===== config.mk =====
export PLATFORM = sky130hd
export DESIGN_NAME = forprop_layer_ctrl
export DESIGN_NICKNAME = d
export VERILOG_FILES = /design/src/rtl/fpga_nn_pkg.sv /design/src/rtl/relu_q35.sv /design/src/rtl/forprop_layer_ctrl.sv
export SDC_FILE = /design/constraint.sdc
export NUM_CORES = 1
export LEC_CHECK = 0
export CELL_PAD_IN_SITES_DETAIL_PLACEMENT = 1
export CELL_PAD_IN_SITES_GLOBAL_PLACEMENT = 1
export CORE_MARGIN = 10
export CORE_UTILIZATION = 23
export CTS_CLUSTER_SIZE = 20
export DETAILED_ROUTE_END_ITERATION = 8
export GPL_ROUTABILITY_DRIVEN = 0
export PLACE_DENSITY_LB_ADDON = 0.1
export SLEW_MARGIN = 15
export SYNTH_ARGS = -nofsm -noshare
export SYNTH_HDL_FRONTEND = slang
export SYNTH_SLANG_ARGS = --single-unit

===== constraint.sdc =====
create_clock -name clk -period 1.3 [get_ports clk]
set_input_delay 0.13 -clock clk [delete_from_list [all_inputs] [get_ports clk]]
set_output_delay 0.13 -clock clk [all_outputs]
set_load 0.1 [all_outputs]

===== src/rtl/fpga_nn_pkg.sv =====
// Shared types and Q3.5 helpers for the fully-connected layer datapath.
package fpga_nn_pkg;

  localparam int DW        = 8;
  localparam int FRAC_BITS = 5;

  typedef enum logic [2:0] {
    IDLE,
    CLEAR,
    ACCUM,
    DRAIN,
    WRITE,
    FIN
  } state_e;

  // Counter/address width that stays at least one bit for degenerate sizes.
  function automatic int clog2g(input int n);
    return (n > 1) ? $clog2(n) : 1;
  endfunction

  function automatic logic [DW-1:0] relu(input logic [DW-1:0] x);
    return x[DW-1] ? '0 : x;
  endfunction

endpackage


===== src/rtl/relu_q35.sv =====
// Combinational ReLU on a signed fixed-point word: negatives clamp to zero.
module relu_q35 #(
  parameter int DW = fpga_nn_pkg::DW
) (
  input  logic [DW-1:0] x,
  output logic [DW-1:0] y
);

  assign y = x[DW-1] ? '0 : x;

endmodule


===== src/rtl/forprop_layer_ctrl.sv =====
// Tile sequencer for one fully-connected layer: clear, stream N_IN
// input/weight pairs into N_PAR neurons, then write ReLU'd results.
module forprop_layer_ctrl
  import fpga_nn_pkg::*;
#(
  parameter int N_IN   = 16,
  parameter int N_OUT  = 4,
  parameter int N_PAR  = 2,
  parameter int DW     = fpga_nn_pkg::DW,
  parameter int IN_AW  = clog2g(N_IN),
  parameter int W_AW   = clog2g(N_IN*N_OUT/N_PAR),
  parameter int OUT_AW = clog2g(N_OUT)
) (
  input  logic                clk,
  input  logic                reset,
  input  logic                start,
  output logic                busy,
  output logic                done,
  output logic [IN_AW-1:0]    in_addr,
  output logic [W_AW-1:0]     w_addr,
  output logic                neuron_clear,
  output logic                neuron_en,
  input  logic [N_PAR*DW-1:0] accum,
  output logic                out_we,
  output logic [OUT_AW-1:0]   out_addr,
  output logic [DW-1:0]       out_data
);

  localparam int N_TILES = N_OUT / N_PAR;
  localparam int TW      = clog2g(N_TILES);
  localparam int KW      = clog2g(N_PAR);

  state_e                   state, state_nx;
  logic [IN_AW-1:0]         idx;
  logic [TW-1:0]            tile;
  logic [KW-1:0]            k;
  logic [N_PAR-1:0][DW-1:0] lane_relu;

  logic idx_last, k_last, tile_last;
  assign idx_last  = (idx == IN_AW'(N_IN-1));
  assign k_last    = (k == KW'(N_PAR-1));
  assign tile_last = (tile == TW'(N_TILES-1));

  for (genvar g = 0; g < N_PAR; g++) begin : g_lane
    relu_q35 #(.DW(DW)) u_relu (
      .x (accum[g*DW +: DW]),
      .y (lane_relu[g])
    );
  end

  always_ff @(posedge clk or negedge reset) begin
    if (!reset) state <= IDLE;
    else        state <= state_nx;
  end

  always_comb begin
    state_nx     = state;
    done         = 1'b0;
    neuron_clear = 1'b0;
    in_addr      = '0;
    w_addr       = '0;
    out_we       = 1'b0;
    out_addr     = '0;
    out_data     = '0;
    case (state)
      IDLE:  if (start) state_nx = CLEAR;
      CLEAR: begin
        neuron_clear = 1'b1;
        state_nx     = ACCUM;
      end
      ACCUM: begin
        in_addr = idx;
        w_addr  = W_AW'(int'(tile) * N_IN + int'(idx));
        if (idx_last) state_nx = DRAIN;
      end
      DRAIN: state_nx = WRITE;
      WRITE: begin
        out_we   = 1'b1;
        out_addr = OUT_AW'(int'(tile) * N_PAR + int'(k));
        // accum is stable here: neuron_en dropped after DRAIN
        out_data = lane_relu[k];
        if (k_last) state_nx = tile_last ? FIN : CLEAR;
      end
      FIN: begin
        done     = 1'b1;
        state_nx = IDLE;
      end
      default: state_nx = IDLE;
    endcase
  end

  // neuron_en is the registered "address issued" flag, matching read latency
  always_ff @(posedge clk or negedge reset) begin
    if (!reset) begin
      busy      <= 1'b0;
      neuron_en <= 1'b0;
      idx       <= '0;
      tile      <= '0;
      k         <= '0;
    end else begin
      neuron_en <= (state == ACCUM);
      case (state)
        IDLE: if (start) begin
          busy <= 1'b1;
          tile <= '0;
        end
        CLEAR: idx <= '0;
        ACCUM: idx <= idx + 1'b1;
        DRAIN: k   <= '0;
        WRITE: begin
          k <= k + 1'b1;
          if (k_last && !tile_last) tile <= tile + 1'b1;
        end
        FIN:   busy <= 1'b0;
        default: ;
      endcase
    end
  end

endmodule


; Yosys cells after proc, flatten, opt, wreduce, memory -nomap -nowiden
; Cells that the tools add are included.
[word_totals]
ff_bits = 11
input_bits = 19
out_inout_bits = 24
elab_cells = 55
[classes]
addsub = 5
n_lt_le_gt_ge = 1
n_eq_ne = 10
n_mux = 23
n_reduce_logical = 10
[op_table]
columns = op, count
row1 = $mux 8, 3
row2 = $pmux 3 s5, 1
row3 = $mux 7, 2
row4 = $mux 3, 4
row5 = $ne 2x2->1 const B, 4
row6 = $pmux 4 s2, 1
row7 = $reduce_bool 2->1, 4
row8 = $eq 3x2->1 const B, 2
row9 = $eq 3x3->1 const B, 2
row10 = $mux 1, 6
row11 = $pmux 1 s2, 3
row12 = $reduce_and 3->1, 2
row13 = $add 5x4->5, 1
row14 = $mux 5, 1
row15 = $add 4x1->4 const B, 1
row16 = $eq 4x4->1 const B, 1
row17 = $mux 4, 1
row18 = $eq 3x1->1 const B, 1
row19 = $logic_not 3->1, 1
row20 = $add 1x1->1 const B, 2
row21 = $add 2x1->2, 1
row22 = $lt 1x2->1 const B, 1
row23 = $mux 2, 1
row24 = $reduce_and 2->1, 1
row25 = 2 further kinds, 2

; Depth between registers and ports, before layout
[depth]
depth_word = 4
depth_mapped = 4
mapped_depth_nobuf = 3

; Hierarchy
; A second synthesis with hierarchy kept.
[hier_totals]
cells_unflattened = 98
area_unflattened_um2 = 879.6
[modules_own_cells]
columns = mod, instances, cells_per_inst, area_per_inst_um2, seq_area_each_um2
row1 = forprop_layer_ctrl, 1, 80, 769.5, 275.3
row2 = relu_q35, 2, 9, 55.1, 0.0

; Worst setup path before layout
; No wires, ideal clock.
[synth_timing]
kind = register to register
startpoint = reg state[2]
endpoint = reg idx[0]
t_arrival_ps = 2408
required_ps = 1175
setup_slack_ps = -1233
stages_incl_launch_ff = 5
n_path_buf = 1
path_cell_list = dfrtp_1 clkbuf_1 nor3b_2 nor2_1 mux2_2
[synth_via]
elab_chain_len = 2
[synth_lines]
columns = item, line
row1 = start: declaration, forprop_layer_ctrl.sv:33  ; state_e state, state_nx;
row2 = start signal: assignment, forprop_layer_ctrl.sv:53  ; else state <= state_nx;
row3 = $eq 3x2->1 / $eq 3x1->1 (equally long branches), forprop_layer_ctrl.sv:102  ; case (state)
row4 = $pmux 4 s2 / $reduce_bool 2->1 (equally long branches), n/a
row5 = end signal: assignment, forprop_layer_ctrl.sv:108  ; ACCUM: idx <= idx + 1'b1;
row6 = end: declaration, forprop_layer_ctrl.sv:34  ; logic [IN_AW-1:0] idx;
; Parallel ways exist; a longest one is shown, timed or not.
; A chain may end at the register's enable or synchronous reset.

; Worst setup path after layout
[layout_timing]
startpoint = reg state[1]
endpoint = out out_data[0]
[layout_via]
elab_chain_len = 2
[layout_lines]
columns = item, line
row1 = $eq 3x3->1, forprop_layer_ctrl.sv:65  ; case (state)
row2 = $mux 8, forprop_layer_ctrl.sv:65
row3 = end: declaration, forprop_layer_ctrl.sv:26  ; output logic [DW-1:0] out_data
; Every way passes these cells.

==> impl_metrics.json <==
{
  "via_count": 791,
  "nFillCells": 312,
  "critPathKind": "register to output port",
  "cts_max_level": 1,
  "synthToLayoutAreaGrowth_pct": 152,
  "fin_crit_ns": 1.90,
  "total_power_uw": 3370,
  "setup_viol": 30,
  "synth.area.mux_share": 0.0462,
  "core_area_um2": 3000,
  "status": "finished, violations left",
  "synthXorXnorAreaFrac": 0,
  "drv_cap": 0,
  "cp.required_ns": 1.17,
  "synth-edff-count": 0,
  "yosysTopAreaCellShare": 0.391,
  "drv_slew": 0,
  "worst_slack_ns": -0.603,
  "regToRegStartpoint": "state[1]",
  "dpl-instance-area_um2": 1550,
  "die-area_um2": 5680,
  "die_w_um": 75.3,
  "die_h_um": 75.3,
  "reg2reg_slack_ns": -0.28,
  "synth-compound-area-share": 0.192,
  "syn-cell-area_um2": 704,
  "tritoncts": "built",
  "grt_start_max_net_pins": 12,
  "ys_top_cells_by_area": "dfrtp_1 (39%), a22o_1 (12%), buf_4 (6.4%)",
  "cp-startpoint": "state[1]",
  "max_freq_ghz": 0.525,
  "io_pins": 43,
  "critPathCaptureType": "output port",
  "start_util": 0.235,
  "peakVddDrop_uv": 1040,
  "synth_cells": 71,
  "synthTopCellsByCount": "dfrtp_1 (11), a22o_1 (10), buf_4 (6), and2_1 (5), inv_1 (5)",
  "rsz0062_at_grt": "true",
  "wire_per_inst_um": 15.7,
  "cts.sink_count": 11,
  "cts_hold_buf": 0,
  "drc": 0,
  "final_area_um2": 1770,
  "totalWireLength_mm": 2.69,
  "post-route-util": 0.591,
  "ys_warn_count": 0,
  "dr.pass1.iters": 4,
  "p_leak_uw": 0.000805,
  "syn_area_per_cell_um2": 9.92,
  "synth_nets": 91,
  "drive_gt1_frac": 0.594,
  "nets": 159,
  "synthArstFlopShare": 1.00,
  "post_synth_num_cell_types": 26,
  "grt_pass1_wl_mm": 4.26,
  "synthSimpleGateAreaFrac": 0.252,
  "yosys.area.top_type": "dfrtp_1",
  "violations": "negative setup slack",
  "max-clock-path-buffers": 2,
  "cts_buffers": 3,
  "io_buffers": 41,
  "clockRootBuffer": "clkbuf_4",
  "p_per_area_nw_per_um2": 1900,
  "clock_skew_ns": 0.00778,
  "hp-class": "input port to async pin",
  "diodes": 0,
  "num_rows": 20,
  "arrival_ns": 1.77,
  "grt_pass1_vias": 851,
  "cp_max_fo": 7,
  "gr-total-overflow": 0,
  "yosys_register_bits": 11,
  "dpl.hpwl_mm": 2.09,
  "period_share": 1.46,
  "drt_iter0_drc": 14,
  "grt_usage": 0.0997,
  "setup_tns_ns": -12.07,
  "synth_adder_area_share": 0.0178,
  "hold_viol_final": 0,
  "synthFlopType": "dfrtp_1",
  "reg2reg_depth": 7,
  "clk_latency_ns": 0.28,
  "clk_pin_slew_ns": 0.08,
  "viasPerCell": 4.63,
  "yosysSeqAreaShare": 0.391,
  "antenna_left": 0,
  "r2r_end": "idx[0]",
  "synth_top_family_by_area": "simple AND/OR/NAND/NOR gates",
  "antenna_found_initial": 0,
  "yosysMostFrequentCell": "dfrtp_1",
  "start_kind": "register"
}
## layer usage
layer	part of all wire	wire, um	vias to the layer above	global-route usage
li1	-	-	383	-
met1	0.37	983	380	0.109
met2	0.54	1440	23	0.168
met3	0.081	219	5	0.0378
met4	0.016	44	0	0.0433
met5	0	0	-	0
## per-stage QoR
stage               setup slack, ns  hold slack [ns]  instances
CTS                          -0.639            0.136        165
global placement             -0.323            0.441        152
global route                 -0.685            0.161        171
floorplan                    -0.621           -0.166         71
detailed placement           -0.353            0.444        152
finish                       -0.603            0.139        171
## worst max-delay path by stage
| stage | depth (start not counted) | to |
|---|---|---|
| floorplan | 4 | idx[2] |
| global placement | 5 | out_data[5] |
| detailed placement | 5 | out_data[6] |
| CTS | 5 | out_data[3] |
| global route | 5 | out_data[0] |
| finish | 5 | out_data[0] |
## timing repair
| item | in CTS | in global routing |
|---|---|---|
| setup buffers | 9 | 6 |
| gates resized for setup | 16 | 6 |
| setup endpoints to repair | 25 | 31 |
| pin swaps | 7 | 5 |
## flip-flops by register name, summed over array words and instances, names as in the netlist
register and cells:
tile 1, neuron_en 1, k 1, state 3, busy 1, idx 4
## final cells by class
type                    count  area [um2]  area share
repair buffers             70         925       0.521
flip-flops and latches     11         277       0.156
well taps                  33        41.3      0.0233
clock buffers               3        22.5      0.0127
multi-input cells          48         482       0.272
inverters                   5        22.5      0.0127
clock inverters             1        5.00     0.00282
## power by group
group | internal (uW) | switching [uW] | total, uW
logic | 1220 | 1350 | 2580
registers | 452 | 101 | 553
clock network | 114 | 124 | 239
## kinds of logic (layout without fill, tap and decap cells)
logic type	after synthesis	after routing
adders and majority gates	1	1
buffers and inverters	12	79
muxes	3	3
other	1	1
and+or+nand+nor	25	25
AOI/OAI and AO/OA	18	18
DFF	11	11
## critical path: stages, from the launching register on
cell     delay, ns
dfrtp_2       0.40
or3b_4        0.43
nor3b_4       0.22
buf_12        0.15
a22o_4        0.12
buf_12        0.16
## cells in the final DEF (no fill, tap or decap), drive strengths merged
cell	synthesis	layout
and3	3	3
mux2i	1	1
o21ai	2	2
o22ai	1	1
ha	1	1
a21o	1	1
clkdlybuf4s50	0	18
nor3b	3	3
clkinv	0	1
dfrtp	11	11
nor2b	2	2
nand2	3	3
a221oi	1	1
nor2	4	4
clkinvlp	0	1
nor3	2	2
conb	1	1
clkbuf	1	3
buf	6	52
a21oi	3	3
inv	5	4
nand4	2	2
a22o	10	10
mux2	2	2
or3b	1	1
and2	5	5
Power figures use the tool's default switching activity.
